File: src/rtl/mat_reg_seq_if.sv
// MatReg op encodings and the command/stream/control bundle
// shared by the sequencer and its environment.
package mat_reg_pkg;
    typedef enum logic [1:0] {
        MAT_DATA_WRITE_DISABLE   = 2'd0,
        MAT_DATA_WRITE_ROW       = 2'd1,
        MAT_DATA_WRITE_COL       = 2'd2,
        MAT_DATA_WRITE_TRANSPOSE = 2'd3
    } MatDataWriteOp_t;

    typedef enum logic [1:0] {
        MAT_DATA_READ_ROW  = 2'd0,
        MAT_DATA_READ_COL  = 2'd1,
        MAT_DATA_READ_DIAG = 2'd2
    } MatDataReadOp_t;

    localparam logic [2:0] OP_LOAD_ROW   = 3'd0;
    localparam logic [2:0] OP_LOAD_COL   = 3'd1;
    localparam logic [2:0] OP_TRANSPOSE  = 3'd2;
    localparam logic [2:0] OP_STORE_ROW  = 3'd3;
    localparam logic [2:0] OP_STORE_COL  = 3'd4;
    localparam logic [2:0] OP_STORE_DIAG = 3'd5;
endpackage

interface mat_reg_seq_if #(
    parameter int WIDTH           = 128,
    parameter int WIDTH_ADDR_SIZE = $clog2(WIDTH)
);
    import mat_reg_pkg::*;

    logic                       cmd_valid;
    logic                       cmd_ready;
    logic [2:0]                 cmd_op;
    logic [WIDTH_ADDR_SIZE-1:0] cmd_base;
    logic [WIDTH_ADDR_SIZE:0]   cmd_count;
    logic                       in_valid;
    logic                       in_ready;
    logic                       out_valid;
    logic                       out_ready;
    logic                       out_last;
    MatDataWriteOp_t            write_op;
    logic [WIDTH_ADDR_SIZE-1:0] write_param1;
    logic [WIDTH_ADDR_SIZE-1:0] write_param2;
    MatDataReadOp_t             read_op;
    logic [WIDTH_ADDR_SIZE-1:0] read_param;
    logic                       busy;
    logic                       done;
    logic                       cmd_err;

    modport master (
        output cmd_valid, cmd_op, cmd_base, cmd_count,
        output in_valid, out_ready,
        input  cmd_ready, in_ready, out_valid, out_last,
        input  write_op, write_param1, write_param2,
        input  read_op, read_param, busy, done, cmd_err
    );

    modport slave (
        input  cmd_valid, cmd_op, cmd_base, cmd_count,
        input  in_valid, out_ready,
        output cmd_ready, in_ready, out_valid, out_last,
        output write_op, write_param1, write_param2,
        output read_op, read_param, busy, done, cmd_err
    );
endinterface

File: src/rtl/mat_reg_seq.sv
// Expands block commands into per-cycle MatReg write/read ops
// and handshakes the vector streams feeding and draining it.
module mat_reg_seq
    import mat_reg_pkg::*;
#(
    parameter int WIDTH           = 128,
    parameter int WIDTH_ADDR_SIZE = $clog2(WIDTH)
) (
    input logic         clock,
    input logic         reset,
    mat_reg_seq_if.slave bus
);
    localparam int AW = WIDTH_ADDR_SIZE;
    localparam logic [AW:0]   FULL = (AW+1)'(WIDTH);
    localparam logic [AW-1:0] LAST = AW'(WIDTH - 1);

    typedef enum logic [2:0] {
        IDLE, LOAD, XPOSE, STORE, DONE
    } state_t;

    state_t        r_state, w_state;
    logic [AW-1:0] r_idx, w_idx;
    logic [AW:0]   r_rem, w_rem;
    logic [2:0]    r_op, w_op;
    logic          r_err, w_err;

    logic [AW-1:0] w_idx_nxt;
    logic          w_is_load;
    logic          w_is_xpose;
    logic          w_is_store;

    assign w_idx_nxt  = (r_idx == LAST) ? '0 : r_idx + 1'b1;
    assign w_is_load  = (bus.cmd_op == OP_LOAD_ROW) ||
                        (bus.cmd_op == OP_LOAD_COL);
    assign w_is_xpose = (bus.cmd_op == OP_TRANSPOSE);
    assign w_is_store = (bus.cmd_op == OP_STORE_ROW) ||
                        (bus.cmd_op == OP_STORE_COL) ||
                        (bus.cmd_op == OP_STORE_DIAG);
    assign bus.write_param2 = '0;

    always_ff @(posedge clock or posedge reset) begin
        if (reset) begin
            r_state <= IDLE;
            r_idx   <= '0;
            r_rem   <= '0;
            r_op    <= '0;
            r_err   <= 1'b0;
        end else begin
            r_state <= w_state;
            r_idx   <= w_idx;
            r_rem   <= w_rem;
            r_op    <= w_op;
            r_err   <= w_err;
        end
    end

    always_comb begin
        w_state          = r_state;
        w_idx            = r_idx;
        w_rem            = r_rem;
        w_op             = r_op;
        w_err            = r_err;
        bus.cmd_ready    = 1'b0;
        bus.in_ready     = 1'b0;
        bus.out_valid    = 1'b0;
        bus.out_last     = 1'b0;
        bus.write_op     = MAT_DATA_WRITE_DISABLE;
        bus.write_param1 = '0;
        bus.read_op      = MAT_DATA_READ_ROW;
        bus.read_param   = '0;
        bus.busy         = (r_state != IDLE);
        bus.done         = 1'b0;
        bus.cmd_err      = 1'b0;
        unique case (r_state)
            IDLE: begin
                bus.cmd_ready = 1'b1;
                if (bus.cmd_valid) begin
                    w_idx = bus.cmd_base;
                    w_rem = (bus.cmd_count == '0) ? FULL : bus.cmd_count;
                    w_op  = bus.cmd_op;
                    unique case (1'b1)
                        w_is_load:  w_state = LOAD;
                        w_is_xpose: w_state = XPOSE;
                        w_is_store: w_state = STORE;
                        default: begin
                            w_state = DONE;
                            w_err   = 1'b1;
                        end
                    endcase
                end
            end
            LOAD: begin
                bus.in_ready     = 1'b1;
                bus.write_param1 = r_idx;
                if (bus.in_valid) begin
                    bus.write_op = (r_op == OP_LOAD_COL) ?
                                   MAT_DATA_WRITE_COL : MAT_DATA_WRITE_ROW;
                    w_idx = w_idx_nxt;
                    w_rem = r_rem - 1'b1;
                    if (r_rem == 1) w_state = DONE;
                end
            end
            XPOSE: begin
                bus.write_op = MAT_DATA_WRITE_TRANSPOSE;
                w_state      = DONE;
            end
            STORE: begin
                bus.out_valid  = 1'b1;
                bus.read_param = r_idx;
                bus.out_last   = (r_rem == 1);
                if (r_op == OP_STORE_COL)
                    bus.read_op = MAT_DATA_READ_COL;
                else if (r_op == OP_STORE_DIAG)
                    bus.read_op = MAT_DATA_READ_DIAG;
                if (bus.out_ready) begin
                    w_idx = w_idx_nxt;
                    w_rem = r_rem - 1'b1;
                    if (r_rem == 1) w_state = DONE;
                end
            end
            DONE: begin
                bus.done    = 1'b1;
                bus.cmd_err = r_err;
                w_err       = 1'b0;
                w_state     = IDLE;
            end
            default: w_state = IDLE;
        endcase
    end
endmodule

File: src/flat_wrapper.sv
// flat-port wrapper written by rule: the top's interface ports become plain ports
module mat_reg_seq_flat import mat_reg_pkg::*;
#(
    parameter int WIDTH           = 128,
    parameter int WIDTH_ADDR_SIZE = $clog2(WIDTH)
)
  (clock, reset, bus_cmd_valid, bus_cmd_op, bus_cmd_base, bus_cmd_count, bus_in_valid, bus_out_ready, bus_cmd_ready, bus_in_ready, bus_out_valid, bus_out_last, bus_write_op, bus_write_param1, bus_write_param2, bus_read_op, bus_read_param, bus_busy, bus_done, bus_cmd_err);
  mat_reg_seq_if #(.WIDTH(WIDTH), .WIDTH_ADDR_SIZE(WIDTH_ADDR_SIZE)) bus_i ();
  input logic clock;
  input logic reset;
  input wire logic [$bits(bus_i.cmd_valid)-1:0] bus_cmd_valid;
  input wire logic [$bits(bus_i.cmd_op)-1:0] bus_cmd_op;
  input wire logic [$bits(bus_i.cmd_base)-1:0] bus_cmd_base;
  input wire logic [$bits(bus_i.cmd_count)-1:0] bus_cmd_count;
  input wire logic [$bits(bus_i.in_valid)-1:0] bus_in_valid;
  input wire logic [$bits(bus_i.out_ready)-1:0] bus_out_ready;
  output wire logic [$bits(bus_i.cmd_ready)-1:0] bus_cmd_ready;
  output wire logic [$bits(bus_i.in_ready)-1:0] bus_in_ready;
  output wire logic [$bits(bus_i.out_valid)-1:0] bus_out_valid;
  output wire logic [$bits(bus_i.out_last)-1:0] bus_out_last;
  output wire logic [$bits(bus_i.write_op)-1:0] bus_write_op;
  output wire logic [$bits(bus_i.write_param1)-1:0] bus_write_param1;
  output wire logic [$bits(bus_i.write_param2)-1:0] bus_write_param2;
  output wire logic [$bits(bus_i.read_op)-1:0] bus_read_op;
  output wire logic [$bits(bus_i.read_param)-1:0] bus_read_param;
  output wire logic [$bits(bus_i.busy)-1:0] bus_busy;
  output wire logic [$bits(bus_i.done)-1:0] bus_done;
  output wire logic [$bits(bus_i.cmd_err)-1:0] bus_cmd_err;
  assign bus_i.cmd_valid = bus_cmd_valid;
  assign bus_i.cmd_op = bus_cmd_op;
  assign bus_i.cmd_base = bus_cmd_base;
  assign bus_i.cmd_count = bus_cmd_count;
  assign bus_i.in_valid = bus_in_valid;
  assign bus_i.out_ready = bus_out_ready;
  assign bus_cmd_ready = bus_i.cmd_ready;
  assign bus_in_ready = bus_i.in_ready;
  assign bus_out_valid = bus_i.out_valid;
  assign bus_out_last = bus_i.out_last;
  assign bus_write_op = bus_i.write_op;
  assign bus_write_param1 = bus_i.write_param1;
  assign bus_write_param2 = bus_i.write_param2;
  assign bus_read_op = bus_i.read_op;
  assign bus_read_param = bus_i.read_param;
  assign bus_busy = bus_i.busy;
  assign bus_done = bus_i.done;
  assign bus_cmd_err = bus_i.cmd_err;
  mat_reg_seq #(.WIDTH(WIDTH), .WIDTH_ADDR_SIZE(WIDTH_ADDR_SIZE)) u_core (.clock(clock), .reset(reset), .bus(bus_i));
endmodule
File: config.mk
export PLATFORM = sky130hd
export DESIGN_NAME = mat_reg_seq_flat
export DESIGN_NICKNAME = d
export VERILOG_FILES = /design/src/rtl/mat_reg_seq_if.sv /design/src/rtl/mat_reg_seq.sv /design/src/flat_wrapper.sv
export SDC_FILE = /design/constraint.sdc
export NUM_CORES = 1
export LEC_CHECK = 0
export ABC_AREA = 1
export CAP_MARGIN = 10
export CORE_MARGIN = 2
export CORE_UTILIZATION = 49
export DETAILED_ROUTE_END_ITERATION = 6
export GPL_TIMING_DRIVEN = 1
export HOLD_SLACK_MARGIN = 0.12
export PLACE_DENSITY_LB_ADDON = 0.1
export SLEW_MARGIN = 20
export SYNTH_ARGS = -nofsm -noshare
export SYNTH_HDL_FRONTEND = slang
export SYNTH_SLANG_ARGS = --single-unit
File: constraint.sdc
create_clock -name clock -period 2.5 [get_ports clock]
set_input_delay 0.5 -clock clock [delete_from_list [all_inputs] [get_ports clock]]
set_output_delay 0.5 -clock clock [all_outputs]
set_load 0.05 [all_outputs]
Word level (Yosys, flattened, before mapping)
Index checks and enable logic that the tools add are counted.
{ "word_totals": {"register_bits": 22, "in_bits": 23, "output_inout_bits": 32} }
{ "classes": {"n_addsub": 2, "n_eq_ne": 18, "mux": 33, "reduce_logical": 14} }
{ "ops": {"columns": ["operator", "count"], "rows": [
  ["2-to-1 mux 7 bit", 6],
  ["2-to-1 mux 8 bit", 4],
  ["case mux 8 bit (3 select lines)", 1],
  ["case mux 7 bit (3 select lines)", 1],
  ["== test 3 bit, second input constant", 5],
  ["== test 3 x 2 -> 1 bit, second input constant", 4],
  ["2-to-1 mux 3 bit", 4],
  ["case mux 3 bit (4 select lines)", 1],
  ["2-to-1 mux 2 bit", 5],
  ["== test 3 x 1 -> 1 bit, second input constant", 3],
  ["case mux 3 bit (3 select lines)", 1],
  ["== test 8 x 1 -> 1 bit, second input constant", 1],
  ["logical NOT 8 bit", 1],
  ["2-to-1 mux 1 bit", 8],
  ["!= test 2 bit, second input constant", 4],
  ["subtractor 8 x 1 -> 8 bit, second input constant", 1],
  ["adder 7 x 1 -> 7 bit, second input constant", 1],
  ["== test 7 bit, second input constant", 1],
  ["logical NOT 3 bit", 2],
  ["AND reduction 3 bit", 2],
  ["nonzero test 3 bit", 2],
  ["case mux 2 bit (2 select lines)", 1],
  ["AND reduction 4 bit", 1],
  ["logical OR 1 bit", 3],
  ["other kinds (4)", 4]
]} }

Depth between registers and ports, before layout
Gate-level depths: netlist of the first run.
{ "depth": {"depth_word": 7, "ltp_mapped": 10} }

Worst setup path after synthesis of the first run
No wires, ideal clock.
{ "synth_timing": {"kind": "register -> output", "from": "reg u_core.r_state[2]", "to": "out bus_read_op[0]", "arrival_ns": 2.297, "slack_ns": -0.297, "stages_incl_launch_ff": 5, "path_cell_list": "dfrtp_1 -> inv_1 -> nand3_1 -> clkbuf_1 -> nor4_1"} }
{ "synth_between": {"elab_chain_cells": 2} }
{ "synth_rtl": {"columns": ["item", "line", "text"], "rows": [
  ["start: declaration", "mat_reg_seq.sv:21", "state_t r_state, w_state;"],
  ["start signal: assignment", "mat_reg_seq.sv:49", "r_state <= w_state;"],
  ["== test 3 x 2 -> 1 bit", "mat_reg_seq.sv:74", "unique case (r_state)"],
  ["2-to-1 mux 2 bit", "mat_reg_seq.sv:74", null],
  ["end: declaration", "flat_wrapper.sv:24", "output wire logic [$bits(bus_i.read_op)-1:0] bus_read_op;"]
]} }
No other way between the ends.

Final worst setup path of the first run
{ "layout_timing": {"from": "reg u_core.r_state[0]", "to": "out bus_out_valid"} }
{ "layout_between": {"elab_chain_cells": 2} }
{ "layout_rtl": {"columns": ["item", "line", "text"], "rows": [
  ["== test 3 x 2 -> 1 bit", "mat_reg_seq.sv:74", null],
  ["2-to-1 mux 1 bit", "mat_reg_seq.sv:74", null],
  ["end: declaration", "flat_wrapper.sv:19", "output wire logic [$bits(bus_i.out_valid)-1:0] bus_out_valid;"]
]} }
No other way between the ends.

==> run_results.csv, run 1 <==
group,metric,value,unit
outcome,status,"finished, final reports clean",
sta,hold_viol,0,
place,postPlaceCellArea,2270,um2
die,dieArea,3940,um2
hold_path,hold_class,"flop to flop",
detailed_routing,wl,3.94,mm
clock_network,clk_latency,0.30,ns
cells_and_area,final_cell_mix,"81 x nand2_1, 43 x nor2_1, 37 x inv_1",
detailed_routing,vias,1731,
sta,fin_crit_sh,0.935,
cells_and_area,final_common_cell,"nand2_1",
detailed_routing,viasPerCell,4.81,
clock_network,clkSinkCount,22,
sta,post-route-min-period,2.34,ns
cells_and_area,final_core_util,0.697,
detailed_routing,dr.pass1.iters,4,
job,maxCapViolations,0,
grt,antenna_found_initial,0,
sta,finClkSkew,0.00256,ns
worst_setup_path,worst_setup_path_start_kind,"flop",
sta,setup_violations,0,
sta,worst_slew_pin_slew,0.506,ns
sta,rsz0062_at_grt,"no",
clock_network,clk_path_buf_depth,2,
worst_setup_path,worstSetupEndpointType,"output pin",
cells_and_area,area_growth,37.7,%
synth,ys_async_sr_fraction,1.00,
sta,tns,0,ns
cells_and_area,nNetsFinal,341,
detailed_routing,wl_per_cell,10.9,um
grt,grt_max_degree,23,
die,die_h,62.7,um
worst_setup_path,critical_path_class,"flop to output pin",
sta,relSlewSlack,0.659,
clock_network,cts-root-buf,"clkbuf_4",
clock_network,clkTransAtPathRegs,0.12,ns
synth,synthFlopType,"dfrtp_1",
die,io_pins,55,
power_and_ir_drop,power_density,1160,nW/um2
clock_network,cts_tree,"built",
detailed_routing,antenna_left,0,
synth,synth_top_area_frac,0.326,
die,initial_core_util,0.507,
synth,synth_seq_cells,22,
synth,synth_edf_count,0,
grt,grt_usage,0.219,
clock_network,htreeDepth,1,
synth,yosysSeqAreaShare,0.326,
synth,synth_area_leader_cell,"dfrtp_1",
synth,synth.avg_cell_area,6.33,um2
cells_and_area,diodes,0,
sta,clock.fmax,0.428,GHz
sta,setup_ws,0.161,ns
sta,hold_slack,0.502,ns
clock_network,numCtsBuffers,3,
synth,ys_top_cells_by_area,"dfrtp_1 33%, nand2_1 18%, nor2_1 9.5%, inv_1 8.2%, nand3_1 7.1%",
worst_setup_path,critPathMaxFanout,7,
worst_setup_path,critPathArrivalTime,1.84,ns
grt,grt.overflow.total,0,
place,dp_hpwl,3.10,mm
clock_network,cts_setup_buffers,0,
place,place_ws,0.358,ns
cells_and_area,drive_above_1_share,0.124,
grt,grt_pass1_vias,1570,
power_and_ir_drop,vdd_drop_max,0.772,mV
place,io_buffers,47,
die,rows,21,
detailed_routing,drtIter0Drc,82,
place,gp_congestion,0.869,
synth,synth_cell_types,31,
cells_and_area,fin_area,2330,um2
die,coreArea,3340,um2
synth,syn-cell-area,1690,um2
cells_and_area,n_fill_cell,314,
synth,synth_warnings,0,
worst_setup_path,required,2.00,ns
die,die_w,62.7,um
detailed_routing,drc_errors,0,
grt,grt_first_pass_wirelength,7.07,mm
power_and_ir_drop,p_leak,1.23,nW
sta,maxSlewViolCount,0,
synth,syn_inst,267,
[area by class of cell]
cell class / count / area, um2 / area share
Tap cell: 46 / 57.6 / 0.0247
Multi-Input combinational cell: 200 / 925 / 0.397
Timing Repair Buffer: 50 / 599 / 0.258
Clock inverter: 1 / 30.0 / 0.0129
Sequential cell: 22 / 551 / 0.237
Inverter: 38 / 143 / 0.0613
Clock buffer: 3 / 22.5 / 0.00968
[cells in the mapped netlist, types with 2 or more instances]
master    number
nand2_1       82
nor2_1        43
inv_1         37
nand3_1       24
dfrtp_1       22
o21ai_0       12
buf_4          8
o21ai_1        4
buf_6          3
ha_1           3
o21ai_2        3
a21oi_1        2
nand2_2        2
nand3b_1       2
nor2_4         2
nor3_1         2
nor4_1         2
[stage by stage]
| step | instances | power, mW |
|---|---|---|
| floorplan | 273 | 2.02 |
| global placement | 356 | 2.42 |
| detailed placement | 356 | 2.44 |
| CTS | 360 | 2.72 |
| global route | 360 | 2.97 |
| finish | 360 | 2.71 |
[critical path: stages (launching register included)]
cell             delay (ns)
dfrtp_1                0.50
nand2_1                0.08
nor2_1                 0.13
clkdlybuf4s50_1        0.82
[metal layers]
layer  vias to the layer above  GRT usage  wire, um
met5                         -          0         0
met4                         0     0.0583        22
met3                         2     0.0180       173
met2                        57      0.374      1950
met1                       761      0.300      1790
li1                        911          -         -
[registers in the layout (all words and copies together) (netlist names)]
| signal | flops |
|---|---|
| u_core.r_err | 1 |
| u_core.r_rem | 8 |
| u_core.r_op | 3 |
| u_core.r_state | 3 |
| u_core.r_idx | 7 |
[repair_timing]
action,CTS,global route
endpoints found under the setup margin,1,4
resized for setup,1,4
hold buffers,0,0
pin swaps,0,0
[report_power, final]
group	leakage, nW	switching [mW]	internal [mW]
sequential	0.271	0.165	0.533
combinational	0.933	1.16	0.583
clock	0.0279	0.109	0.162
total	1.23	1.43	1.28
[kinds of logic (layout without fill, tap and decap cells)]
| kind of cell | after synthesis | in the layout | share of synthesized area |
|---|---|---|---|
| AOI/OAI and AO/OA | 24 | 24 | 0.0822 |
| DFF | 22 | 22 | 0.326 |
| buffers and inverters | 51 | 92 | 0.145 |
| adders and majority gates | 3 | 3 | 0.0222 |
| and+or+nand+nor | 164 | 164 | 0.412 |
| other | 1 | 7 | 0.00222 |
| xor gates and xnor gates | 2 | 2 | 0.0104 |
[worst paths after layout]
check | start | to | slack (ns) | cells after the start
hold reg to reg | u_core.r_idx[6] | u_core.r_idx[6] | 0.50 | 2
min in group asynchronous | reset | u_core.r_idx[3] | 0.52 | 3
max in group asynchronous | reset | u_core.r_op[1] | 1.77 | 3
setup / recovery | u_core.r_state[0] | bus_out_valid | 0.16 | 3
hold / removal | u_core.r_idx[6] | u_core.r_idx[6] | 0.50 | 2
setup reg to reg | u_core.r_state[1] | u_core.r_idx[4] | 0.69 | 8
Note: power is estimated with default switching activity, not from simulation.
==> run 2: changes to the inputs <==
--- a/config.mk
+++ b/config.mk
@@ -8,11 +8,11 @@
 export ABC_AREA = 1
 export CAP_MARGIN = 10
 export CORE_MARGIN = 2
-export CORE_UTILIZATION = 49
+export CORE_UTILIZATION = 50
 export DETAILED_ROUTE_END_ITERATION = 6
 export GPL_TIMING_DRIVEN = 1
 export HOLD_SLACK_MARGIN = 0.12
-export PLACE_DENSITY_LB_ADDON = 0.1
+export PLACE_DENSITY_LB_ADDON = 0.25
 export SLEW_MARGIN = 20
 export SYNTH_ARGS = -nofsm -noshare
 export SYNTH_HDL_FRONTEND = slang
==> constraint.sdc (replaced) <==
create_clock -name clock -period 2.7 [get_ports clock]
set_input_delay 0.54 -clock clock [delete_from_list [all_inputs] [get_ports clock]]
set_output_delay 0.54 -clock clock [all_outputs]
set_load 0.05 [all_outputs]
==> run 2 against run 1 <==
Final area is 7.3% lower. Global-route usage is 0.11 points higher. Hold slack worse by 0.0024 ns. Setup slack worse by 0.035 ns. Largest cell class unchanged.
==> run_results.csv, run 2 (same netlist as run 1, synthesis figures left out) <==
group,metric,value,unit
cells_and_area,regMostFlops,"u_core.r_rem",
cells_and_area,final_common_cell,"nand2_1",
hold_path,worstHoldPathCells,2,
detailed_routing,antenna_left,0,
grt,grt.overflow.total,0,
sta,finClkSkew,0.00745,ns
worst_setup_path,critPathArrivalTime,2.03,ns
detailed_routing,viasPerCell,4.95,
worst_setup_path,critPathMaxFanout,7,
power_and_ir_drop,internal_power,1.08,mW
sta,worst_slew_pin_slew,0.550,ns
worst_setup_path,r2r-end,"u_core.r_idx[2]",
die,dieArea,3860,um2
hold_path,holdCritStartpoint,"u_core.r_idx[6]",
detailed_routing,vias,1778,
sta,clock.fmax,0.389,GHz
worst_setup_path,crit_top_cell,"nor2_1",
worst_setup_path,worstSetupEndpointType,"output pin",
cells_and_area,largest_reg_flops,8,
cells_and_area,nNetsFinal,340,
cells_and_area,diodes,0,
sta,tns,0,ns
place,gp_congestion,0.895,
worst_setup_path,r2r_cells,7,
detailed_routing,wl,4.00,mm
power_and_ir_drop,pwr-share-clk,0.078,
clock_network,clkTransAtPathRegs,0.13,ns
clock_network,cts-root-buf,"clkbuf_4",
worst_setup_path,cp-startpoint,"u_core.r_state[1]",
worst_setup_path,r2r_slack,0.55,ns
clock_network,clk_path_buf_depth,2,
sta,maxSlewViolCount,0,
worst_setup_path,max_stage_delay,0.81,ns
die,initial_core_util,0.515,
die,die_h,62.1,um
detailed_routing,drc_errors,0,
place,dp_hpwl,3.08,mm
hold_path,hold_class,"flop to flop",
worst_setup_path,cp_slowest_cell,"clkdlybuf4s50_1",
cells_and_area,area_growth,27.6,%
grt,grt_pass1_vias,1596,
clock_network,post_cts_resized,0,
grt,antenna_found_initial,0,
worst_setup_path,crit_path_cell_trace,"nor2_1 > nand2_1 > nor2_1 > clkdlybuf4s50_1",
power_and_ir_drop,p_sw,1.31,mW
power_and_ir_drop,total_power,2.39,mW
worst_setup_path,crit_family,"buffers and inverters",
job,maxCapViolations,0,
detailed_routing,dr.pass1.iters,4,
clock_network,hold_buffers,0,
cells_and_area,n_fill_cell,303,
die,rows,21,
place,io_buffers,47,
sta,post-route-min-period,2.57,ns
clock_network,clkSinkCount,22,
sta,setup_violations,0,
sta,relSlewSlack,0.633,
grt,grt_first_pass_wirelength,7.07,mm
cells_and_area,drive_above_1_share,0.109,
sta,fin_crit_sh,0.953,
clock_network,clk_latency,0.31,ns
worst_setup_path,r2r-start,"u_core.r_state[2]",
outcome,status,"finished, final reports clean",
die,coreArea,3280,um2
detailed_routing,drtIter0Drc,67,
power_and_ir_drop,pwr-share-seq,0.270,
die,die_w,62.1,um
clock_network,numCtsBuffers,3,
place,place_ws,0.490,ns
sta,setup_ws,0.127,ns
sta,hold_viol,0,
clock_network,cts_setup_buffers,0,
clock_network,cts_tree,"built",
grt,grt_usage,0.220,
clock_network,htreeDepth,1,
cells_and_area,final_core_util,0.657,
cells_and_area,reg_top3,"u_core.r_rem: 8 flops, u_core.r_idx: 7 flops",
worst_setup_path,cp_num_buf_inv,1,
worst_setup_path,worst_setup_path_start_kind,"flop",
grt,grt_max_degree,24,
hold_path,whs_endpoint,"u_core.r_idx[6]",
power_and_ir_drop,power_density,1110,nW/um2
power_and_ir_drop,comb_power_share,0.652,
power_and_ir_drop,vdd_drop_max,0.552,mV
power_and_ir_drop,p_leak,1.14,nW
sta,rsz0062_at_grt,"no",
die,io_pins,55,
power_and_ir_drop,swShare,0.549,
detailed_routing,wl_per_cell,11.1,um
worst_setup_path,critical_path_class,"flop to output pin",
worst_setup_path,required,2.16,ns
cells_and_area,final_cell_mix,"82 x nand2_1, 43 x nor2_1, 37 x inv_1",
run 2: changes by cell type in the layout (fill, tap and decap cells not counted):
cell	change
buf_12	-11
buf_4	+8
bufinv_16	-1
clkbuf_8	+1
clkdlybuf4s50_1	+6
dlygate4sd2_1	-1
dlymetal6s2s_1	-3
nand2_1	+1
nand2_2	-1
o31ai_1	+1
o31ai_2	-1
run 2: metal layers:
metal  vias up  track usage  part of all wire
met5         -            0                 0
met4         0       0.0833             0.022
met3         9       0.0254             0.051
li1        904            -                 -
met2        62        0.376              0.47
met1       803        0.288              0.45
run 2: worst register-to-register path: cells and delay by family (launching register included):
| family | cells | cell delay, ns |
|---|---|---|
| simple gates | 3 | 0.95 |
| flops | 1 | 0.44 |
| compound gates | 2 | 0.38 |
| buf+inv | 2 | 0.34 |
run 2: metrics by stage:
step / hold slack, ns / cell area [um2] / cells
after detailed placement: 0.476 / 2120 / 355
after floorplan: 0.449 / 1710 / 273
after CTS: 0.504 / 2160 / 359
after global placement: 0.472 / 2120 / 355
after global routing: 0.568 / 2160 / 359
final: 0.499 / 2160 / 359
run 2: worst max-delay path by stage:
stage,endpoint,cells after the start
after floorplan,bus_read_op[0],4
after CTS,bus_write_param1[0],4
final,bus_write_param1[0],4
after global placement,bus_write_param1[0],4
after global routing,bus_in_ready,4
after detailed placement,bus_write_param1[0],4
run 2: cell type report:
type | count | area, um2 | share of cell area
Sequential cell | 22 | 551 | 0.255
Multi-Input combinational cell | 200 | 917 | 0.425
Tap cell | 46 | 57.6 | 0.0267
Timing Repair Buffer | 49 | 453 | 0.210
Inverter | 38 | 143 | 0.0661
Clock buffer | 4 | 36.3 | 0.0168
run 2: power by group through the flow:
stage               Sequential, mW  Combinational [mW]  Clock [mW]
finish                       0.646                1.56       0.187
global route                 0.671                1.76       0.201
CTS                          0.641                1.57       0.187
detailed placement           0.649                1.56           0
global placement             0.642                1.53           0
floorplan                    0.613                1.25           0
==> run 3: changes to the inputs <==
--- a/config.mk
+++ b/config.mk
@@ -6,7 +6,7 @@
 export NUM_CORES = 1
 export LEC_CHECK = 0
 export ABC_AREA = 1
-export CAP_MARGIN = 10
+export CAP_MARGIN = 20
 export CORE_MARGIN = 2
 export CORE_UTILIZATION = 50
 export DETAILED_ROUTE_END_ITERATION = 6
==> results of run 3 <==
The final DEF is identical to that of run 2; final timing and power are the same.
